## config.mk

```make
export PLATFORM = sky130hd
export DESIGN_NAME = bfp_stagescaler
export DESIGN_NICKNAME = d
export VERILOG_FILES = /design/src/rtl/bfp_stagescaler.sv
export SDC_FILE = /design/constraint.sdc
export NUM_CORES = 1
export LEC_CHECK = 0
export ABC_CLOCK_PERIOD_IN_PS = 2500
export CAP_MARGIN = 10
export CORE_MARGIN = 2
export CORE_UTILIZATION = 41
export CTS_BUF_LIST = sky130_fd_sc_hd__clkbuf_4 sky130_fd_sc_hd__clkbuf_8
export DETAILED_ROUTE_END_ITERATION = 10
export PLACE_DENSITY = 0.73
export SETUP_SLACK_MARGIN = 0.2
export SLEW_MARGIN = 20
export SYNTH_ARGS = -nofsm -noshare
export SYNTH_HDL_FRONTEND = slang
export SYNTH_SLANG_ARGS = --single-unit
```

## constraint.sdc

```tcl
create_clock -name clk -period 2.5 [get_ports clk]
set_input_delay 0.625 -clock clk [delete_from_list [all_inputs] [get_ports clk]]
set_output_delay 0.625 -clock clk [all_outputs]
set_load 0.03 [all_outputs]
```

## src/rtl/bfp_stagescaler.sv

```systemverilog
// Per-stage block-floating-point scaler: tracks the stage's max bit width, commits a
// right shift at each stage boundary and accumulates the block exponent (BFP_EXPONENT_EN).
module bfp_stagescaler #(
  parameter int FFT_BFPDW = 5,
  parameter int FFT_DW    = 16,
  parameter int TARGET_BW = FFT_DW - 2,
  parameter int FFT_EXPW  = 8
) (
  input  logic                 clk,
  input  logic                 rst,
  input  logic                 clr,
  input  logic                 bw_valid,
  input  logic [FFT_BFPDW-1:0] bw_in,
  input  logic                 stage_end,
  output logic [FFT_BFPDW-1:0] max_bw,
  output logic [FFT_BFPDW-1:0] shift_out,
  output logic                 shift_valid,
  output logic [FFT_EXPW-1:0]  exponent
);

  typedef enum logic {IDLE, ACCUM} state_t;

  localparam logic [FFT_BFPDW-1:0] TGT = FFT_BFPDW'(TARGET_BW);

  state_t               state_q, state_d;
  logic [FFT_BFPDW-1:0] max_bw_q, max_bw_d;
  logic [FFT_BFPDW-1:0] shift_q, shift_d;
  logic                 shift_vld_q, shift_vld_d;
  logic [FFT_BFPDW-1:0] eff, shamt;

  // A sample arriving in the stage_end cycle still belongs to the closing stage.
  always_comb begin
    eff   = (bw_valid && (bw_in > max_bw_q)) ? bw_in : max_bw_q;
    shamt = (eff > TGT) ? (eff - TGT) : '0;
  end

  always_comb begin
    state_d     = state_q;
    max_bw_d    = max_bw_q;
    shift_d     = shift_q;
    shift_vld_d = 1'b0;
    if (clr) begin
      state_d  = IDLE;
      max_bw_d = '0;
      shift_d  = '0;
    end else if (stage_end) begin
      shift_d     = shamt;
      shift_vld_d = 1'b1;
      max_bw_d    = '0;
      state_d     = bw_valid ? ACCUM : IDLE;
    end else if (bw_valid) begin
      state_d  = ACCUM;
      max_bw_d = eff;
    end
  end

  always_ff @(posedge clk or posedge rst) begin
    if (rst) begin
      state_q     <= IDLE;
      max_bw_q    <= '0;
      shift_q     <= '0;
      shift_vld_q <= 1'b0;
    end else begin
      state_q     <= state_d;
      max_bw_q    <= max_bw_d;
      shift_q     <= shift_d;
      shift_vld_q <= shift_vld_d;
    end
  end

  assign max_bw      = max_bw_q;
  assign shift_out   = shift_q;
  assign shift_valid = shift_vld_q;

`ifdef BFP_EXPONENT_EN
  localparam int SW = ((FFT_EXPW > FFT_BFPDW) ? FFT_EXPW : FFT_BFPDW) + 1;
  localparam logic [SW-1:0] EXP_MAX = SW'({FFT_EXPW{1'b1}});

  logic [FFT_EXPW-1:0] exp_q, exp_d;
  logic [SW-1:0]       exp_sum;

  always_comb begin
    exp_sum = SW'(exp_q) + SW'(shamt);
    exp_d   = exp_q;
    if (clr)
      exp_d = '0;
    else if (stage_end)
      exp_d = (exp_sum > EXP_MAX) ? '1 : exp_sum[FFT_EXPW-1:0];
  end

  always_ff @(posedge clk or posedge rst) begin
    if (rst) exp_q <= '0;
    else     exp_q <= exp_d;
  end

  assign exponent = exp_q;
`else
  assign exponent = '0;
`endif

endmodule

```

# ---- Word-level counts from Yosys, hierarchy flattened
# Index checks and enable logic that the tools add are counted.
dict set report totals {
  ff_bits 11
  input_bits 10
  elab_cells 18
  output_inout_bits 19
}
dict set report op_classes {
  addsub 1
  reduce_logical 3
  muxes 9
  n_lt_le_gt_ge 2
}
# cell n
set ops {}
lappend ops {{5-bit two-way mux} 7}
lappend ops {{5-bit by 4-bit > comparator with 1-bit output (second input constant)} 1}
lappend ops {{5-bit > comparator} 1}
lappend ops {{5-bit by 4-bit subtractor with 5-bit output (second input constant)} 1}
lappend ops {{3-bit nonzero test} 1}
lappend ops {{1-bit two-way mux} 2}
lappend ops {{2-bit nonzero test} 1}
lappend ops {{1-bit logical AND} 1}

# ---- Longest topological paths before layout
# Gate-level depths: netlist of the first run.
dict set report depth {
  ltp_word 7
  depth_mapped 13
  mapped_depth_nobuf 12
}

# ---- Worst setup path after synthesis of the first run
# OpenSTA, ideal clock, no wires.
dict set report synth_path {
  path_type {reg-to-reg}
  start {reg max_bw_q[1] (netlist: max_bw[1])}
  end {reg shift_q[3] (netlist: shift_out[3])}
  setup_ps 99
  arrival_ps 2916
  path_slack_ps -515
  required_ps 2401
  path_stages_with_launch 12
  period_less_slack_ps 3015
  n_path_buf 1
  path_cell_list {dfrtp_1 inv_1 ha_1 nand2b_1 a211o_1 a21oi_4 mux2_2 ha_1 clkbuf_1 xnor2_1 or3_2 a311oi_1}
}
dict set report synth_between {
  elab_chain_len 7
  word_cells_on_any_way 8
  cone_classes {add/sub: 1; order compare: 2; mux: 4; reduce/logical: 1}
}
# item line_no
set synth_lines {}
lappend synth_lines {{start: declaration} 26} ;# logic [FFT_BFPDW-1:0] max_bw_q, max_bw_d;
lappend synth_lines {{start signal: assignment} 65} ;# max_bw_q <= max_bw_d;
lappend synth_lines {{5-bit > comparator} 33} ;# eff = (bw_valid && (bw_in > max_bw_q)) ? bw_in : max_bw_q;
lappend synth_lines {{1-bit logical AND} 33}
lappend synth_lines {{5-bit two-way mux *} 33}
lappend synth_lines {{5-bit by 4-bit subtractor with 5-bit output or 5-bit by 4-bit > comparator with 1-bit output (tied branches)} 34} ;# shamt = (eff > TGT) ? (eff - TGT) : '0;
lappend synth_lines {{5-bit two-way mux *} 34}
lappend synth_lines {{5-bit two-way mux *} 46} ;# end else if (stage_end) begin
lappend synth_lines {{5-bit two-way mux *} 42} ;# if (clr) begin
lappend synth_lines {{end signal: assignment} 66} ;# shift_q <= shift_d;
lappend synth_lines {{end: declaration} 27} ;# logic [FFT_BFPDW-1:0] shift_q, shift_d;
# Every way passes the cells marked *; elsewhere a longest branch is shown, timed or not. The select of a mux whose other input is x is not followed.
# A chain may end at the register's enable or synchronous reset.

# ---- Worst setup path after layout of the first run
dict set report layout_path {
  start {in bw_in[3]}
  end {reg shift_q[2] (netlist: shift_out[2])}
}
dict set report layout_between {
  elab_chain_len 7
  word_cells_on_any_way 8
  cone_classes {add/sub: 1; order compare: 2; mux: 4; reduce/logical: 1}
}
# item line_no
set layout_lines {}
lappend layout_lines {{start: declaration} 13} ;# input logic [FFT_BFPDW-1:0] bw_in,
lappend layout_lines {{5-bit > comparator} 33}
lappend layout_lines {{1-bit logical AND} 33}
lappend layout_lines {{5-bit two-way mux *} 33}
lappend layout_lines {{5-bit by 4-bit subtractor with 5-bit output or 5-bit by 4-bit > comparator with 1-bit output (tied branches)} 34}
lappend layout_lines {{5-bit two-way mux *} 34}
lappend layout_lines {{5-bit two-way mux *} 46}
lappend layout_lines {{5-bit two-way mux *} 42}
# Marked as above.

==> metrics.md, run 1 <==
| Metric | Value |
|---|---|
| Outcome | `complete, but fails checks` |
| Failing checks | `setup timing` |
| Initial antenna violation count | `0` |
| Worst Path Arrival | `2.72 ns` |
| Crit path cell chain | `buf_2 -> ha_4 -> nand2_4 -> a211o_1 -> a21oi_4 -> mux2_4 -> ha_4 -> a21oi_4 -> nor2_4 -> o41ai_2 -> mux2i_1 -> a22o_1` |
| Proportion of power drawn by the clock network | `0.271` |
| I/O pin count | `29` |
| Delay-heaviest family, CP | `compound AO/OA/AOI/OAI gates` |
| Starting Density | `0.4230` |
| Final setup margin | `-0.05723 ns` |
| CP Max Fanout | `5` |
| Fin area | `1365 um2` |
| Maximum vdd drop | `0.0003129 V` |
| Synth warnings | `0` |
| Crit path launch type | `input pin` |
| Post-CTS Hold Fix Bufs | `0` |
| Synthesized instance count | `90` |
| Crit-path max cell delay | `0.34 ns` |
| Clk_skew | `0.005140 ns` |
| Vias post-DR | `824` |
| Worst-path clk slew | `0.07 ns` |
| CTS Buffer Depth | `2` |
| Path type of the worst min-delay path | `reg2reg` |
| WL per Instance | `14.50 um` |
| Diode count | `0` |
| Mean post-synth cell area | `8.939 um2` |
| Place WS | `-0.7953 ns` |
| Drt via density | `5.118` |
| Inst Count DP | `151` |
| Fin. Hold Viols | `0` |
| Multi-input logic area | `610.6 um2` |
| Largest net degree at the start of global routing | `12` |
| Worst path slowest cell | `mux2_4` |
| H-tree Lvls | `1` |
| Fillers | `143` |
| Total track usage | `0.2288` |
| Synth-to-layout area growth | `69.67%` |
| Final Cycle Share | `1.023` |
| CTS tree | `yes` |
| Residual DRC | `0` |
| Power Dens Cells | `375.9 nW/um2` |
| Worst Path Buf+Inv | `1` |
| Worst Setup End Kind | `register` |
| Final count of negative-setup-slack endpoints | `3` |
| Logic pwr share | `0.364` |
| Share of cells above drive strength 1 | `0.4552` |
| Detailed placer's ending HPWL | `1720 um` |
| Core Box Area | `1902 um2` |
| RSZ-0062 raised after global routing | `yes` |
| Tot Pwr | `513.2 uW` |
| Die Span Y | `48.30 um` |
| CP Class | `in2reg` |
| Final WL | `2335 um` |
| Seq pwr share | `0.365` |
| Dpl cell area | `1201 um2` |
| Sw Share | `0.3305` |
| Drt pass-1 iters | `4` |
| Starting DRT DRC Count | `12` |
| Grt ovf | `0` |
| Num CTS Buffers | `3` |
| Synth Cell Area | `804.5 um2` |
| # Max-Cap Violations | `0` |
| #FFs+latches synth | `11` |
| Netlist cell types | `30` |
| Clock insertion delay at the later pin of the skew report | `0.28 ns` |
| Clock Root Buffer | `clkbuf_4` |
| First-pass GRT wire length | `3532 um` |
| Sequential-to-total area share from yosys stat | `0.3421` |
| Switching Power | `169.6 uW` |
| NumNets Final | `151` |
| CP required | `2.67 ns` |
| Sequential cell area | `280.3 um2` |
| Vias in the first global route | `749` |
| Total Die Area | `2332 um2` |
| Die X | `48.30 um` |
| Layout Cells excl Fill | `161` |
| Routed Antenna Nets | `0` |
| Leak | `0.0005803 uW` |
| # clock sinks | `11` |
| Max Fclk | `0.3910 GHz` |
| FP Rows | `16` |
| Final Slew Violations | `0` |
| Routability cong. | `0.9253` |
| Pint | `343.6 uW` |
| Final min period | `2.557 ns` |
| Port Buf Inserts | `20` |
## through the flow
step,setup TNS [ns],hold slack (ns),utilization
after floorplan,-0.6238,0.4772,-
after global placement,-3.040,0.4919,0.6316
after detailed placement,-3.701,0.5035,0.6316
after CTS,-0.1301,0.5197,0.6678
after global routing,-0.3291,0.5543,0.7178
final,-0.1171,0.5117,0.7178
## cell usage in the layout (no fill, tap or decap), drive strengths merged, types with 2 or more instances in the layout
master	instances
a211o	2
a21oi	4
a311oi	2
and2	2
buf	28
clkbuf	4
clkdlybuf4s50	15
conb	8
dfrtp	11
ha	6
inv	8
mux2	2
mux2i	4
nand2	6
nand2b	2
nand3	7
nor2	10
o21ai	2
o41ai	2
## logic make-up (layout without fill, tap and decap cells)
family / count (synthesis) / in the layout / share of synthesized area
fa+ha+maj: 6 / 6 / 0.09331
flops: 11 / 11 / 0.3421
compound gates: 15 / 15 / 0.1493
buf+inv: 18 / 55 / 0.1306
other cells: 1 / 8 / 0.004661
simple gates: 31 / 31 / 0.1804
mux: 6 / 6 / 0.07776
xor+xnor: 2 / 2 / 0.02178
## metal layers
layer / share of wire / vias to the layer above / global-route usage / routed length, um
met2: 0.51 / 27 / 0.3553 / 1191
met3: 0.054 / 4 / 0.05926 / 126
met4: 0.010 / 0 / 0.07027 / 24
li1: - / 387 / - / -
met5: 0 / - / 0 / 0
met1: 0.42 / 406 / 0.3101 / 992
## flip-flops by register name (all words and copies together) (netlist names)
register / flops
shift_out: 5
shift_valid: 1
max_bw: 5
## layout make-up
cell class                      instances  share of cell area
Timing Repair Buffer                   43              0.2786
Clock buffer                            4             0.02200
Sequential cell                        11              0.2053
Inverter                                8             0.02200
Tap cell                               27             0.02475
Multi-Input combinational cell         68              0.4473
## repair_timing
item / CTS / global route
cloned: 0 / 0
endpoints found under the hold margin: 0 / 0
endpoints found under the setup margin: 6 / 5
gates resized for setup: 29 / 16
pin swaps: 10 / 12
buffers inserted: 3 / 3
## synth_stat cells, drive strengths merged
master / instances / share of area
xnor2: 1 / 0.011
o21ai: 2 / 0.012
mux2: 2 / 0.028
nor3: 1 / 0.0062
nand3: 7 / 0.044
ha: 6 / 0.093
or2: 1 / 0.0078
buf: 9 / 0.089
a311oi: 2 / 0.022
and2: 2 / 0.016
a211o: 2 / 0.022
nand2b: 2 / 0.016
inv: 8 / 0.037
dfrtp: 11 / 0.34
xor2: 1 / 0.011
a221o: 1 / 0.012
o41ai: 2 / 0.022
nor4: 1 / 0.0078
o211ai: 1 / 0.0093
conb: 1 / 0.0047
clkbuf: 1 / 0.0047
nand2: 6 / 0.028
a22o: 1 / 0.011
nor2: 10 / 0.047
mux2i: 4 / 0.050
a21oi: 4 / 0.039
or3: 1 / 0.0093
## final timing paths
check	depth (start not counted)	endpoint	from	slack, ns
max	12	shift_out[2]	bw_in[3]	-0.06
min	2	shift_out[0]	shift_out[0]	0.51
max reg2reg	12	shift_out[2]	max_bw[4]	-0.03
min reg2reg	2	shift_out[0]	shift_out[0]	0.51
max in group asynchronous	2	max_bw[1]	rst	1.53
min in group asynchronous	2	shift_out[4]	rst	0.64
## power by group through the flow
stage          Clock (uW)  Combinational (uW)  Sequential [uW]
2_1_floorplan           0                89.1              205
3_3_place_gp            0                 155              191
3_5_place_dp            0                 160              191
4_1_cts               142                 168              187
5_1_grt               153                 202              188
6_report              139                 187              187
## tightest hold or removal path, delay by kind of cell (launching register included)
kind	cells	cell delay [ns]
AOI/OAI and AO/OA	1	0.08
DFF	1	0.34
and+or+nand+nor	1	0.05
No activity file was read; power rests on OpenSTA's default activity.
==> inputs of run 2 (changes only) <==
--- a/config.mk
+++ b/config.mk
@@ -11,6 +11,7 @@
 export CORE_UTILIZATION = 41
 export CTS_BUF_LIST = sky130_fd_sc_hd__clkbuf_4 sky130_fd_sc_hd__clkbuf_8
 export DETAILED_ROUTE_END_ITERATION = 10
+export MAX_ROUTING_LAYER = met4
 export PLACE_DENSITY = 0.73
 export SETUP_SLACK_MARGIN = 0.2
 export SLEW_MARGIN = 20
==> metrics.md, run 2 (synthesized netlist as in run 1, its figures left out) <==
| Metric | Value |
|---|---|
| Num CTS Buffers | `3` |
| Core Box Area | `1902 um2` |
| Worst Path Buf+Inv | `1` |
| Worst path slowest cell | `mux2_4` |
| CTS tree | `yes` |
| CTS Buffer Depth | `2` |
| Total track usage | `0.2132` |
| # clock sinks | `11` |
| Final Cycle Share | `1.028` |
| Starting Density | `0.4230` |
| Vias in the first global route | `744` |
| Crit path launch type | `input pin` |
| Crit path cell chain | `buf_4 -> ha_4 -> nand2_4 -> a211o_1 -> a21oi_4 -> mux2_4 -> ha_4 -> xnor2_2 -> or3_4 -> a311oi_2` |
| Most frequent cells in the layout | `buf_4, clkdlybuf4s50_1, nor2_1, conb_1, dfrtp_1` |
| Delay-heaviest family, CP | `compound AO/OA/AOI/OAI gates` |
| I/O pin count | `29` |
| CP Class | `in2reg` |
| Max Fclk | `0.3889 GHz` |
| Maximum vdd drop | `0.0003539 V` |
| NumNets Final | `152` |
| Outcome | `complete, but fails checks` |
| Residual DRC | `0` |
| Final Core Density | `0.7204` |
| CP Max Fanout | `5` |
| Failing checks | `setup timing` |
| Commonest non-fill, non-tap cell in the layout | `buf_4` |
| H-tree Lvls | `1` |
| FP Rows | `16` |
| Path type of the worst min-delay path | `reg2reg` |
| Routability cong. | `0.9077` |
| Worst Setup End Kind | `register` |
| Dpl cell area | `1194 um2` |
| Die X | `48.30 um` |
| Place WS | `-0.7367 ns` |
| Clock Root Buffer | `clkbuf_4` |
| Synth-to-layout area growth | `70.29%` |
| Final setup TNS | `-0.1912 ns` |
| CP required | `2.68 ns` |
| Detailed placer's ending HPWL | `1591 um` |
| First-pass GRT wire length | `3284 um` |
| Worst-path clk slew | `0.08 ns` |
| Total Die Area | `2332 um2` |
| Final min period | `2.571 ns` |
| Final count of negative-setup-slack endpoints | `4` |
| # Max-Cap Violations | `0` |
| WL per Instance | `13.78 um` |
| Leak | `0.0005855 uW` |
| Fillers | `137` |
| RSZ-0062 raised after global routing | `yes` |
| Initial antenna violation count | `0` |
| Final setup margin | `-0.07104 ns` |
| Largest net degree at the start of global routing | `12` |
| Drt pass-1 iters | `4` |
| Routed Antenna Nets | `0` |
| Vias post-DR | `825` |
| Diode count | `0` |
| Die Span Y | `48.30 um` |
| Port Buf Inserts | `20` |
| Cell mode on critical path | `ha_4` |
| Drt via density | `5.093` |
| Share of cells above drive strength 1 | `0.4741` |
| Post-CTS Hold Fix Bufs | `0` |
| Fin area | `1370 um2` |
| Clock insertion delay at the later pin of the skew report | `0.27 ns` |
| Starting DRT DRC Count | `13` |
| Grt ovf | `0` |
| Power Dens Cells | `364.2 nW/um2` |
| Final WL | `2233 um` |
| Crit-path max cell delay | `0.34 ns` |
| Clk_skew | `0.0003402 ns` |
| Final Slew Violations | `0` |
| Worst Path Arrival | `2.76 ns` |
| Fin. Hold Viols | `0` |
## run 2: changes by cell type in the layout (fill, tap and decap cells not counted), sizes merged
cell / delta
buf: +1
clkbuf: -1
clkinv: +1
## run 2: layout make-up
cell class / count / area (um2) / area share
clock inverter: 1 / 5.005 / 0.003653
tap: 27 / 33.78 / 0.02466
timing repair buffer: 44 / 384.1 / 0.2804
multi-input combinational: 68 / 614.3 / 0.4484
sequential: 11 / 280.3 / 0.2046
inverter: 8 / 30.03 / 0.02192
clock buffer: 3 / 22.52 / 0.01644
## run 2: layer usage
layer,vias up,wire length (um),GRT usage
met2,28,1133,0.3289
li1,385,-,-
met4,0,30,0.07027
met3,4,86,0.04444
met1,408,982,0.2766
met5,-,0,-
## run 2: per-stage QoR
stage	instances	hold WS, ns	total power [uW]
after floorplan	97	0.4772	294.5
after global placement	150	0.4917	344.9
after detailed placement	150	0.4976	347.3
after CTS	158	0.5149	481.3
after global routing	162	0.5420	525.0
final	162	0.5085	498.9
## run 2: path summary, 6_finish.rpt
check / start / end / slack [ns] / cells after the start
min in group asynchronous: rst / shift_out[1] / 0.65 / 2
max reg2reg: max_bw[1] / shift_out[3] / -0.03 / 10
min reg2reg: shift_out[0] / shift_out[0] / 0.51 / 2
max in group asynchronous: rst / max_bw[3] / 1.52 / 2
min: shift_out[0] / shift_out[0] / 0.51 / 2
max: bw_in[4] / shift_out[3] / -0.07 / 10
## run 2: worst reg2reg max path: cells and delay by family, from the launching register on
kind,cells,cell delay [ns]
AO/OA/AOI/OAI,3,0.70
XOR/XNOR,1,0.14
adder cells (fa/ha/maj),2,0.47
buffers and inverters,1,0.05
flip-flops,1,0.37
multiplexers,1,0.34
AND/OR/NAND/NOR,2,0.38
## run 2: power breakdown
group	internal (uW)	leakage, uW	switching [uW]
Sequential	184	0.000144	3.30
Combinational	85.0	0.000424	99.0
Clock	59.3	0.0000177	68.2
Total	329	0.000585	170
## run 2: repair_timing
item                                    in CTS  in global routing
pin swaps                                   13                 10
buffers inserted                             4                  4
endpoints found under the setup margin       5                  5
resized for setup                           30                 15
